**config.mk**
```make
export PLATFORM = sky130hd
export DESIGN_NAME = eccop_amm_arb_flat
export DESIGN_NICKNAME = d
export VERILOG_FILES = /design/src/rtl/eccop_amm_arb_pkg.sv /design/src/rtl/eccop_amm_arb_if.sv /design/src/rtl/eccop_amm_arb_rr_pick.sv /design/src/rtl/eccop_amm_arb.sv /design/src/flat_wrapper.sv
export SDC_FILE = /design/constraint.sdc
export NUM_CORES = 1
export LEC_CHECK = 0
export CAP_MARGIN = 15
export CORE_AREA = 2 2 108 110
export CTS_CLUSTER_DIAMETER = 40
export DETAILED_ROUTE_END_ITERATION = 8
export DIE_AREA = 0 0 110 112
export GPL_TIMING_DRIVEN = 0
export PLACE_DENSITY = 0.69
export REMOVE_ABC_BUFFERS = 1
export SETUP_SLACK_MARGIN = 0.1
export SLEW_MARGIN = 25
export SYNTH_ARGS = -nofsm -noshare
export SYNTH_HDL_FRONTEND = slang
export SYNTH_SLANG_ARGS = --single-unit
```
**constraint.sdc**
```tcl
create_clock -name clk -period 1.6 [get_ports clk]
set_clock_uncertainty 0.2 [all_clocks]
set_input_delay 0.4 -clock clk [delete_from_list [all_inputs] [get_ports clk]]
set_output_delay 0.4 -clock clk [all_outputs]
set_load 0.03 [all_outputs]
```
**src/rtl/eccop_amm_arb_pkg.sv**
```systemverilog
// eccop_arb_pkg: shared FSM states and widths for the eccop_amm arbiter
package eccop_arb_pkg;
    typedef enum logic [1:0] {IDLE, OWN, HOLD} state_t;
    // Owner index width is sized for the largest supported master count (8)
    localparam int P_NM_MAX = 8;
    localparam int P_IDXW = $clog2(P_NM_MAX);
    localparam int CNT_W = 16;
endpackage

```
**src/rtl/eccop_amm_arb_if.sv**
```systemverilog
// eccop_amm_arb_if: per-master AvalonMM request side plus the shared eccop_amm slave side
interface eccop_amm_arb_if #(parameter int P_NM = 2);
    logic [P_NM-1:0]    m_req;
    logic [P_NM-1:0]    m_gnt;
    logic [P_NM*32-1:0] m_address;
    logic [P_NM*32-1:0] m_writedata;
    logic [P_NM-1:0]    m_write;
    logic [P_NM-1:0]    m_read;
    logic [P_NM-1:0]    m_waitrequest;
    logic [31:0]        m_readdata;
    logic [P_NM-1:0]    m_irq;
    logic [P_NM-1:0]    m_timeout;
    logic [31:0]        s_address;
    logic [31:0]        s_writedata;
    logic               s_write;
    logic               s_read;
    logic               s_waitrequest;
    logic [31:0]        s_readdata;
    logic               s_interrupt;
    // System side: drives the masters and models the eccop_amm slave
    modport master (
        output m_req, m_address, m_writedata, m_write, m_read,
        output s_waitrequest, s_readdata, s_interrupt,
        input  m_gnt, m_waitrequest, m_readdata, m_irq, m_timeout,
        input  s_address, s_writedata, s_write, s_read
    );
    // Arbiter side
    modport slave (
        input  m_req, m_address, m_writedata, m_write, m_read,
        input  s_waitrequest, s_readdata, s_interrupt,
        output m_gnt, m_waitrequest, m_readdata, m_irq, m_timeout,
        output s_address, s_writedata, s_write, s_read
    );
endinterface

```
**src/rtl/eccop_amm_arb_rr_pick.sv**
```systemverilog
// eccop_rr_pick: combinational round-robin picker, first requester from ptr upward with wrap
module eccop_rr_pick
    import eccop_arb_pkg::*;
#(
    parameter int P_NM = 2
) (
    input  logic [P_NM-1:0]   req_i,
    input  logic [P_IDXW-1:0] ptr_i,
    output logic              any_o,
    output logic [P_IDXW-1:0] idx_o
);
    logic [P_NM_MAX-1:0] req_w;
    logic [P_IDXW-1:0]   c;
    assign req_w = P_NM_MAX'(req_i);
    assign any_o = |req_i;
    // Scan from farthest to nearest so the nearest requester to ptr wins
    always_comb begin
        idx_o = '0;
        c = '0;
        for (int k = P_NM - 1; k >= 0; k--) begin
            c = P_IDXW'((int'(ptr_i) + k) % P_NM);
            if (req_w[c]) idx_o = c;
        end
    end
endmodule

```
**src/rtl/eccop_amm_arb.sv**
```systemverilog
// eccop_amm_arb: round-robin job-locking arbiter sharing one eccop_amm among P_NM masters
// Optional idle-grant revocation enabled by defining ECCOP_ARB_TIMEOUT_EN
module eccop_amm_arb
    import eccop_arb_pkg::*;
#(
    parameter int P_NM      = 2,
    parameter int P_TIMEOUT = 65535
) (
    input logic           clk,
    input logic           areset,
    input logic           sreset,
    eccop_amm_arb_if.slave bus
);
    state_t            state_q;
    logic [P_IDXW-1:0] own_q, ptr_q, pick_idx, nxt_own;
    logic [P_NM-1:0]   gnt_q;
    logic              pick_any, own_en, own_req, own_rd, own_wr, rel;

    eccop_rr_pick #(.P_NM(P_NM)) u_pick (
        .req_i (bus.m_req),
        .ptr_i (ptr_q),
        .any_o (pick_any),
        .idx_o (pick_idx)
    );

    assign own_en  = state_q == OWN;
    assign rel     = !own_req && !own_rd && !own_wr;
    assign nxt_own = (own_q == P_IDXW'(P_NM - 1)) ? '0 : own_q + 1'b1;
    assign bus.m_gnt      = gnt_q;
    assign bus.m_readdata = bus.s_readdata;

    // Owner mux: only the lock owner reaches the slave; everyone else stalls
    always_comb begin
        bus.s_address     = '0;
        bus.s_writedata   = '0;
        bus.s_write       = 1'b0;
        bus.s_read        = 1'b0;
        bus.m_waitrequest = '1;
        bus.m_irq         = '0;
        own_req           = 1'b0;
        own_rd            = 1'b0;
        own_wr            = 1'b0;
        for (int i = 0; i < P_NM; i++) begin
            if (own_q == P_IDXW'(i)) begin
                own_req = bus.m_req[i];
                own_rd  = bus.m_read[i];
                own_wr  = bus.m_write[i];
                if (own_en) begin
                    bus.s_address        = bus.m_address[32*i +: 32];
                    bus.s_writedata      = bus.m_writedata[32*i +: 32];
                    bus.s_write          = bus.m_write[i];
                    bus.s_read           = bus.m_read[i];
                    bus.m_waitrequest[i] = bus.s_waitrequest;
                    bus.m_irq[i]         = bus.s_interrupt;
                end
            end
        end
    end

`ifdef ECCOP_ARB_TIMEOUT_EN
    logic [CNT_W-1:0] cnt_q;
    logic [P_NM-1:0]  tmo_q;
    assign bus.m_timeout = tmo_q;
    // Lock FSM with idle-timeout revocation; a revoked owner parks in HOLD until it drops req
    always_ff @(posedge clk or posedge areset) begin
        if (areset) begin
            state_q <= IDLE;
            own_q   <= '0;
            ptr_q   <= '0;
            gnt_q   <= '0;
            cnt_q   <= '0;
            tmo_q   <= '0;
        end else if (sreset) begin
            state_q <= IDLE;
            own_q   <= '0;
            ptr_q   <= '0;
            gnt_q   <= '0;
            cnt_q   <= '0;
            tmo_q   <= '0;
        end else begin
            tmo_q <= '0;
            case (state_q)
                IDLE: if (pick_any) begin
                    state_q <= OWN;
                    own_q   <= pick_idx;
                    gnt_q   <= P_NM'(1) << pick_idx;
                    cnt_q   <= '0;
                end
                OWN: if (rel) begin
                    state_q <= IDLE;
                    gnt_q   <= '0;
                    ptr_q   <= nxt_own;
                end else if (own_rd || own_wr) begin
                    cnt_q <= '0;
                end else if (cnt_q == CNT_W'(P_TIMEOUT)) begin
                    state_q <= HOLD;
                    gnt_q   <= '0;
                    tmo_q   <= P_NM'(1) << own_q;
                end else if (cnt_q != '1) begin
                    cnt_q <= cnt_q + 1'b1;
                end
                HOLD: if (!own_req) begin
                    state_q <= IDLE;
                    ptr_q   <= nxt_own;
                end
                default: state_q <= IDLE;
            endcase
        end
    end
`else
    assign bus.m_timeout = '0;
    // Lock FSM: grant held from pick until the owner drops req with no strobe active
    always_ff @(posedge clk or posedge areset) begin
        if (areset) begin
            state_q <= IDLE;
            own_q   <= '0;
            ptr_q   <= '0;
            gnt_q   <= '0;
        end else if (sreset) begin
            state_q <= IDLE;
            own_q   <= '0;
            ptr_q   <= '0;
            gnt_q   <= '0;
        end else begin
            case (state_q)
                IDLE: if (pick_any) begin
                    state_q <= OWN;
                    own_q   <= pick_idx;
                    gnt_q   <= P_NM'(1) << pick_idx;
                end
                OWN: if (rel) begin
                    state_q <= IDLE;
                    gnt_q   <= '0;
                    ptr_q   <= nxt_own;
                end
                default: state_q <= IDLE;
            endcase
        end
    end
`endif
endmodule

```
**src/flat_wrapper.sv**
```systemverilog
// flat-port wrapper written by rule: the top's interface ports become plain ports
module eccop_amm_arb_flat import eccop_arb_pkg::*;
#(
    parameter int P_NM      = 2,
    parameter int P_TIMEOUT = 65535
)
  (clk, areset, sreset, bus_m_req, bus_m_address, bus_m_writedata, bus_m_write, bus_m_read, bus_s_waitrequest, bus_s_readdata, bus_s_interrupt, bus_m_gnt, bus_m_waitrequest, bus_m_readdata, bus_m_irq, bus_m_timeout, bus_s_address, bus_s_writedata, bus_s_write, bus_s_read);
  eccop_amm_arb_if #(.P_NM(P_NM)) bus_i ();
  input logic clk;
  input logic areset;
  input logic sreset;
  input wire logic [$bits(bus_i.m_req)-1:0] bus_m_req;
  input wire logic [$bits(bus_i.m_address)-1:0] bus_m_address;
  input wire logic [$bits(bus_i.m_writedata)-1:0] bus_m_writedata;
  input wire logic [$bits(bus_i.m_write)-1:0] bus_m_write;
  input wire logic [$bits(bus_i.m_read)-1:0] bus_m_read;
  input wire logic [$bits(bus_i.s_waitrequest)-1:0] bus_s_waitrequest;
  input wire logic [$bits(bus_i.s_readdata)-1:0] bus_s_readdata;
  input wire logic [$bits(bus_i.s_interrupt)-1:0] bus_s_interrupt;
  output wire logic [$bits(bus_i.m_gnt)-1:0] bus_m_gnt;
  output wire logic [$bits(bus_i.m_waitrequest)-1:0] bus_m_waitrequest;
  output wire logic [$bits(bus_i.m_readdata)-1:0] bus_m_readdata;
  output wire logic [$bits(bus_i.m_irq)-1:0] bus_m_irq;
  output wire logic [$bits(bus_i.m_timeout)-1:0] bus_m_timeout;
  output wire logic [$bits(bus_i.s_address)-1:0] bus_s_address;
  output wire logic [$bits(bus_i.s_writedata)-1:0] bus_s_writedata;
  output wire logic [$bits(bus_i.s_write)-1:0] bus_s_write;
  output wire logic [$bits(bus_i.s_read)-1:0] bus_s_read;
  assign bus_i.m_req = bus_m_req;
  assign bus_i.m_address = bus_m_address;
  assign bus_i.m_writedata = bus_m_writedata;
  assign bus_i.m_write = bus_m_write;
  assign bus_i.m_read = bus_m_read;
  assign bus_i.s_waitrequest = bus_s_waitrequest;
  assign bus_i.s_readdata = bus_s_readdata;
  assign bus_i.s_interrupt = bus_s_interrupt;
  assign bus_m_gnt = bus_i.m_gnt;
  assign bus_m_waitrequest = bus_i.m_waitrequest;
  assign bus_m_readdata = bus_i.m_readdata;
  assign bus_m_irq = bus_i.m_irq;
  assign bus_m_timeout = bus_i.m_timeout;
  assign bus_s_address = bus_i.s_address;
  assign bus_s_writedata = bus_i.s_writedata;
  assign bus_s_write = bus_i.s_write;
  assign bus_s_read = bus_i.s_read;
  eccop_amm_arb #(.P_NM(P_NM), .P_TIMEOUT(P_TIMEOUT)) u_core (.clk(clk), .areset(areset), .sreset(sreset), .bus(bus_i));
endmodule
```
==> flow_summary.json, run 1 <==
{
  "status": "finished with violations",
  "violations": "setup timing",
  "nFillCells": 1198,
  "grt_overflow_total": 0,
  "vias": 2133,
  "dp_hpwl_um": 8020,
  "dpl.cell_count": 517,
  "cts_root_buffer": "clkbuf_16",
  "cts_buffers": 3,
  "fin_crit_sh": 1.32,
  "start_util": 0.139,
  "rsz0062_at_grt": "true",
  "placementRows": 39,
  "worstPathArrival_ps": 1510,
  "cp_common_cell": "buf_12",
  "worstSetupStartpointType": "flop",
  "synth_area_mm2": 0.00155,
  "firstDrtPassIters": 3,
  "clk_pin_slew_ps": 40,
  "synth_cell_types": 21,
  "ys_warn_count": 0,
  "final_util": 0.331,
  "grt_pass1_wl_um": 13100,
  "die-area_mm2": 0.0123,
  "path_cells": "buf_12 > buf_12 > mux2i_1 > nor2_1 > buf_4",
  "dpl_cell_area_mm2": 0.00353,
  "wl_um": 9930,
  "grt_max_degree": 68,
  "io_pins": 277,
  "die_h_um": 112,
  "multi_input_area_mm2": 0.00112,
  "p_leak_nw": 1.51,
  "seq_area_frac_synth": 0.0805,
  "track_usage": 0.143,
  "grt_pass1_vias": 2181,
  "cp_data_required_time_ps": 1000,
  "drt-initial-drc-count": 46,
  "slowest_stage": "dfrtp_4",
  "drc": 0,
  "end_kind": "primary output",
  "rrSetupSlack_ps": -330,
  "slowest_delay_ps": 560,
  "worst_slack_ps": -509,
  "diodes": 0,
  "clockBufferDepth": 2,
  "drive_above_1_share": 0.269,
  "reg2reg_to": "u_core.bus.m_gnt[0]$_DFFE_PP0P_",
  "hp-class": "in -> async",
  "viasPerCell": 3.99,
  "path_class": "reg -> out",
  "setup-violations-final": 74,
  "die_w_um": 110,
  "stdcell_count": 534,
  "ctsHoldBuffers": 0,
  "antenna_found_initial": 0,
  "powerDensity_mw_per_mm2": 481,
  "portBuffers": 210,
  "tritoncts": "done",
  "avgSynthCellArea_um2": 7.36,
  "crit_path_max_fanout": 8,
  "fin_nets": 563,
  "max_freq_mhz": 474,
  "slew_violations": 0,
  "finalCriticalPeriod_ps": 2110,
  "clk_latency_ps": 230,
  "wire_per_inst_um": 18.6,
  "ys_ff_latch": 5,
  "worst_r2r_path_depth": 6,
  "gp_congestion": 0.761,
  "cts_max_level": 1,
  "irDropWorstVdd_mv": 0.484,
  "reg2reg_from": "u_core.own_q[0]$_DFFE_PP0P_",
  "coreArea_mm2": 0.0112,
  "design_area_mm2": 0.00370,
  "max-cap-violations": 0,
  "seq_area_um2": 130,
  "synthToLayoutAreaGrowth_pct": 138,
  "cts.sinks": 5,
  "final_hold_viol_count": 0,
  "synth_cells": 211,
  "ant_nets": 0
}
==> worst max-delay path by stage <==
stage,from,end,slack (ps),cells after the start
after global routing,u_core.own_q[0]$_DFFE_PP0P_,bus_s_address[25],-580,5
after global placement,u_core.own_q[0]$_DFFE_PP0P_,bus_m_waitrequest[1],-3210,3
after detailed placement,u_core.own_q[0]$_DFFE_PP0P_,bus_s_writedata[18],-1100,4
final,u_core.own_q[0]$_DFFE_PP0P_,bus_s_writedata[14],-510,5
after CTS,u_core.own_q[0]$_DFFE_PP0P_,bus_s_writedata[17],-540,4
after floorplan,u_core.own_q[0]$_DFFE_PP0P_,bus_m_irq[1],-1980,2
==> stage by stage <==
stage / TNS, ps / power (W) / hold slack, ps / setup slack (ps)
2_1_floorplan: -145020 / 0.000682 / -21.5 / -1980
3_3_place_gp: -216660 / 0.00133 / 301 / -3210
3_5_place_dp: -64970 / 0.00132 / 329 / -1100
4_1_cts: -31810 / 0.00178 / 177 / -541
5_1_grt: -35880 / 0.00186 / 193 / -580
6_report: -30880 / 0.00178 / 178 / -509
==> critical path: cells and delay by family (launching register included) <==
family | cells | cell delay [ps]
multiplexers | 1 | 110
buffers and inverters | 3 | 490
AND/OR/NAND/NOR | 1 | 110
flip-flops | 1 | 560
==> per-layer routing <==
metal  up-vias  global-route usage  wire (µm)
met5         -              0.0588        103
met4         2              0.0152         35
met3         6               0.132       2240
met2       151               0.247       4760
met1       946               0.121       2790
li1       1028                   -          -
==> kinds of logic (layout without fill, tap and decap cells) <==
group,Yosys count,count (layout),share of synthesized area
AOI/OAI and AO/OA,5,5,0.0282
muxes,66,66,0.425
other,1,2,0.00241
and+or+nand+nor,82,82,0.239
buffers and inverters,52,231,0.225
DFF,5,5,0.0805
==> layout by cell type, fill, tap and decap left out <==
cell,instances
a31o_1,1
buf_6,5
nand2b_4,1
mux2i_1,64
nor4_4,2
dfrtp_1,3
buf_2,11
or2_4,1
dfrtp_2,1
a2111oi_0,1
clkbuf_16,5
clkdlybuf4s15_2,2
dfrtp_4,1
nor2_4,1
a32o_2,1
a211oi_1,1
nand2_2,1
or2_2,1
inv_12,1
nor2_2,2
nor3_2,1
a21o_1,1
nor2b_1,1
mux2i_4,1
nor2_1,70
mux2i_2,1
clkbuf_1,1
buf_4,59
inv_1,2
conb_1,2
buf_12,4
nor4b_1,1
buf_16,3
clkdlybuf4s50_1,138
==> sequential cells by signal, summed over array words and instances, names as in the netlist <==
name and flops:
u_core.bus.m_gnt 2, u_core.ptr_q 1, u_core.state_q 1, u_core.own_q 1
==> layout make-up <==
class / count / share of cell area
clock buffer: 4 / 0.0213
multi-input combinational: 155 / 0.302
sequential: 5 / 0.0352
timing repair buffer: 224 / 0.587
tap: 143 / 0.0484
inverter: 3 / 0.00643
==> power by group <==
part | internal (W) | total, W | switching [W]
Sequential | 0.000136 | 0.000154 | 0.0000180
Combinational | 0.000633 | 0.00120 | 0.000569
Clock | 0.000331 | 0.000423 | 0.0000917
==> Yosys cell counts, drive strengths merged <==
cell | n | share of area
nor2b | 1 | 0.0040
a21o | 1 | 0.0048
nand2 | 1 | 0.0040
or2 | 2 | 0.0081
nor4 | 2 | 0.027
nor4b | 1 | 0.0056
nor3 | 1 | 0.0032
dfrtp | 5 | 0.081
a31o | 1 | 0.0056
nor2 | 73 | 0.18
mux2i | 66 | 0.43
a211oi | 1 | 0.0048
inv | 3 | 0.0072
a2111oi | 1 | 0.0056
a32o | 1 | 0.0072
buf | 47 | 0.21
conb | 1 | 0.0024
clkbuf | 2 | 0.0048
nand2b | 1 | 0.0089
==> what timing repair did <==
action                                  4_1_cts  5_1_grt
cloned                                        2        2
endpoints found under the setup margin       77       75
setup buffers                                 7        3
gates resized for setup                     392       54
pin swaps                                     3       11
Note: power is estimated with default switching activity, not from simulation.
==> inputs of run 2 (changes only) <==
Settings changed: CORE_AREA 2 2 108 110 to 2 2 109 111, DIE_AREA 0 0 110 112 to 0 0 111 113, DONT_BUFFER_PORTS set to 1, PLACE_DENSITY 0.69 to 0.35.
==> flow_summary.json, run 2 (same netlist as run 1, synthesis figures left out) <==
{
  "status": "finished with violations",
  "violations": "setup timing",
  "placementRows": 39,
  "largest_reg_flops": 2,
  "start_util": 0.138,
  "worstSetupStartpointType": "flop",
  "path_cells": "buf_4 > clkbuf_16 > mux2i_2 > nor2_4",
  "wire_per_inst_um": 21.0,
  "clk_pin_slew_ps": 30,
  "diodes": 0,
  "fin_nets": 355,
  "drive_above_1_share": 0.765,
  "hp-class": "in -> reg",
  "drt-initial-drc-count": 32,
  "synthToLayoutAreaGrowth_pct": 60.0,
  "coreArea_mm2": 0.0113,
  "die-area_mm2": 0.0125,
  "layout_common_cells": "nor2_4 (68), mux2i_2 (41), mux2i_1 (24)",
  "irDropWorstVdd_mv": 0.575,
  "ant_nets": 0,
  "gp_congestion": 0.742,
  "max-cap-violations": 0,
  "whs_ps": 32.6,
  "final_hold_viol_count": 0,
  "max_freq_mhz": 490,
  "dpl_cell_area_mm2": 0.00145,
  "p_sw_w": 0.000725,
  "grt_pass1_vias": 1503,
  "cts_buffers": 3,
  "finalCriticalPeriod_ps": 2040,
  "stdcell_count": 326,
  "clk_latency_ps": 230,
  "rsz0062_at_grt": "true",
  "p_int_w": 0.000801,
  "setup-violations-final": 74,
  "dpl.cell_count": 308,
  "viasPerCell": 4.58,
  "dp_hpwl_um": 4750,
  "end_kind": "primary output",
  "cts_root_buffer": "clkbuf_16",
  "design_area_mm2": 0.00249,
  "tritoncts": "done",
  "path_class": "reg -> out",
  "grt_pass1_wl_um": 8770,
  "slowest_delay_ps": 500,
  "hold_path_depth": 1,
  "die_w_um": 111,
  "portBuffers": 0,
  "antenna_found_initial": 0,
  "wl_um": 6840,
  "worstPathArrival_ps": 1440,
  "cts_max_level": 1,
  "track_usage": 0.0930,
  "fin_crit_sh": 1.27,
  "io_pins": 277,
  "seq_power_share": 0.099,
  "worst_slack_ps": -439,
  "vias": 1494,
  "worst_r2r_path_depth": 5,
  "slowest_stage": "dfrtp_4",
  "die_h_um": 113,
  "drc": 0,
  "swShare": 0.475,
  "p_leak_nw": 0.720,
  "grt_max_degree": 36,
  "grt_overflow_total": 0,
  "cts.sinks": 5,
  "cp_data_required_time_ps": 1000,
  "powerDensity_mw_per_mm2": 614,
  "slew_violations": 0,
  "power_frac_clock": 0.271,
  "power_frac_comb": 0.630,
  "crit_path_max_fanout": 8,
  "post-place-ws_ps": -727,
  "clockBufferDepth": 2,
  "firstDrtPassIters": 4,
  "layout_commonest_cell": "nor2_4"
}
==> run 2: cell count changes in the layout (fill, tap and decap cells not counted), moves of 2 or more <==
cell / delta
clkdlybuf4s50_1: -138
buf_4: -56
mux2i_2: +40
nor2_1: -66
buf_2: -11
nor2_4: +67
clkdlybuf4s15_2: -2
buf_6: -4
mux2i_1: -40
==> run 2: path summary, 6_finish.rpt <==
path	from	endpoint	slack (ps)
setup / recovery	u_core.own_q[0]$_DFFE_PP0P_	bus_s_address[31]	-440
min in group asynchronous	areset	u_core.bus.m_gnt[0]$_DFFE_PP0P_	310
setup reg to reg	u_core.own_q[0]$_DFFE_PP0P_	u_core.bus.m_gnt[0]$_DFFE_PP0P_	-210
max in group asynchronous	areset	u_core.own_q[0]$_DFFE_PP0P_	700
hold reg to reg	u_core.ptr_q[0]$_DFFE_PP0P_	u_core.ptr_q[0]$_DFFE_PP0P_	410
hold / removal	sreset	u_core.state_q[0]$_DFFE_PP0P_	30
==> run 2: area by class of cell <==
type	count	area, µm²
Fill cell	1172	8790
Multi-Input combinational cell	155	1770
Timing Repair Buffer	15	289
Tap cell	143	179
Sequential cell	5	130
Clock buffer	4	78.8
Inverter	3	27.5
Timing Repair inverter	1	8.76
==> run 2: timing repair <==
item	4_1_cts	5_1_grt
pin swaps	0	2
buffers inserted	6	2
resized for setup	156	40
hold endpoints to repair	5	0
setup endpoints to repair	74	75
gates cloned	2	3
hold buffers	1	0
==> run 2: layer usage <==
layer  track usage  vias up  share of wire
met5        0.0431        -          0.011
met3        0.0675        6           0.16
met1        0.0938      683           0.33
li1              -      620              -
met2         0.157      183           0.50
met4        0.0117        2         0.0070
==> run 2: worst max-delay path: cells and delay by family (launching register included) <==
family                 cells  cell delay, ps
DFF                        1             500
buffers and inverters      2             330
and+or+nand+nor            1             200
muxes                      1             170
==> run 2: power by group through the flow <==
stage,clock network [W],registers [W],logic (W)
after floorplan,0,0.000184,0.000498
after global placement,0,0.000193,0.000539
after detailed placement,0,0.000176,0.000554
after CTS,0.000422,0.000151,0.000875
after global routing,0.000431,0.000153,0.00100
final,0.000413,0.000151,0.000962
==> run 2: per-stage QoR <==
| step | util | TNS (ps) | power [W] |
|---|---|---|---|
| 6_report | 0.221 | -27890 | 0.00153 |
| 5_1_grt | 0.221 | -30890 | 0.00159 |
| 4_1_cts | 0.198 | -26980 | 0.00145 |
| 3_5_place_dp | 0.129 | -44050 | 0.000730 |
| 3_3_place_gp | 0.124 | -179720 | 0.000732 |
| 2_1_floorplan | - | -145020 | 0.000682 |
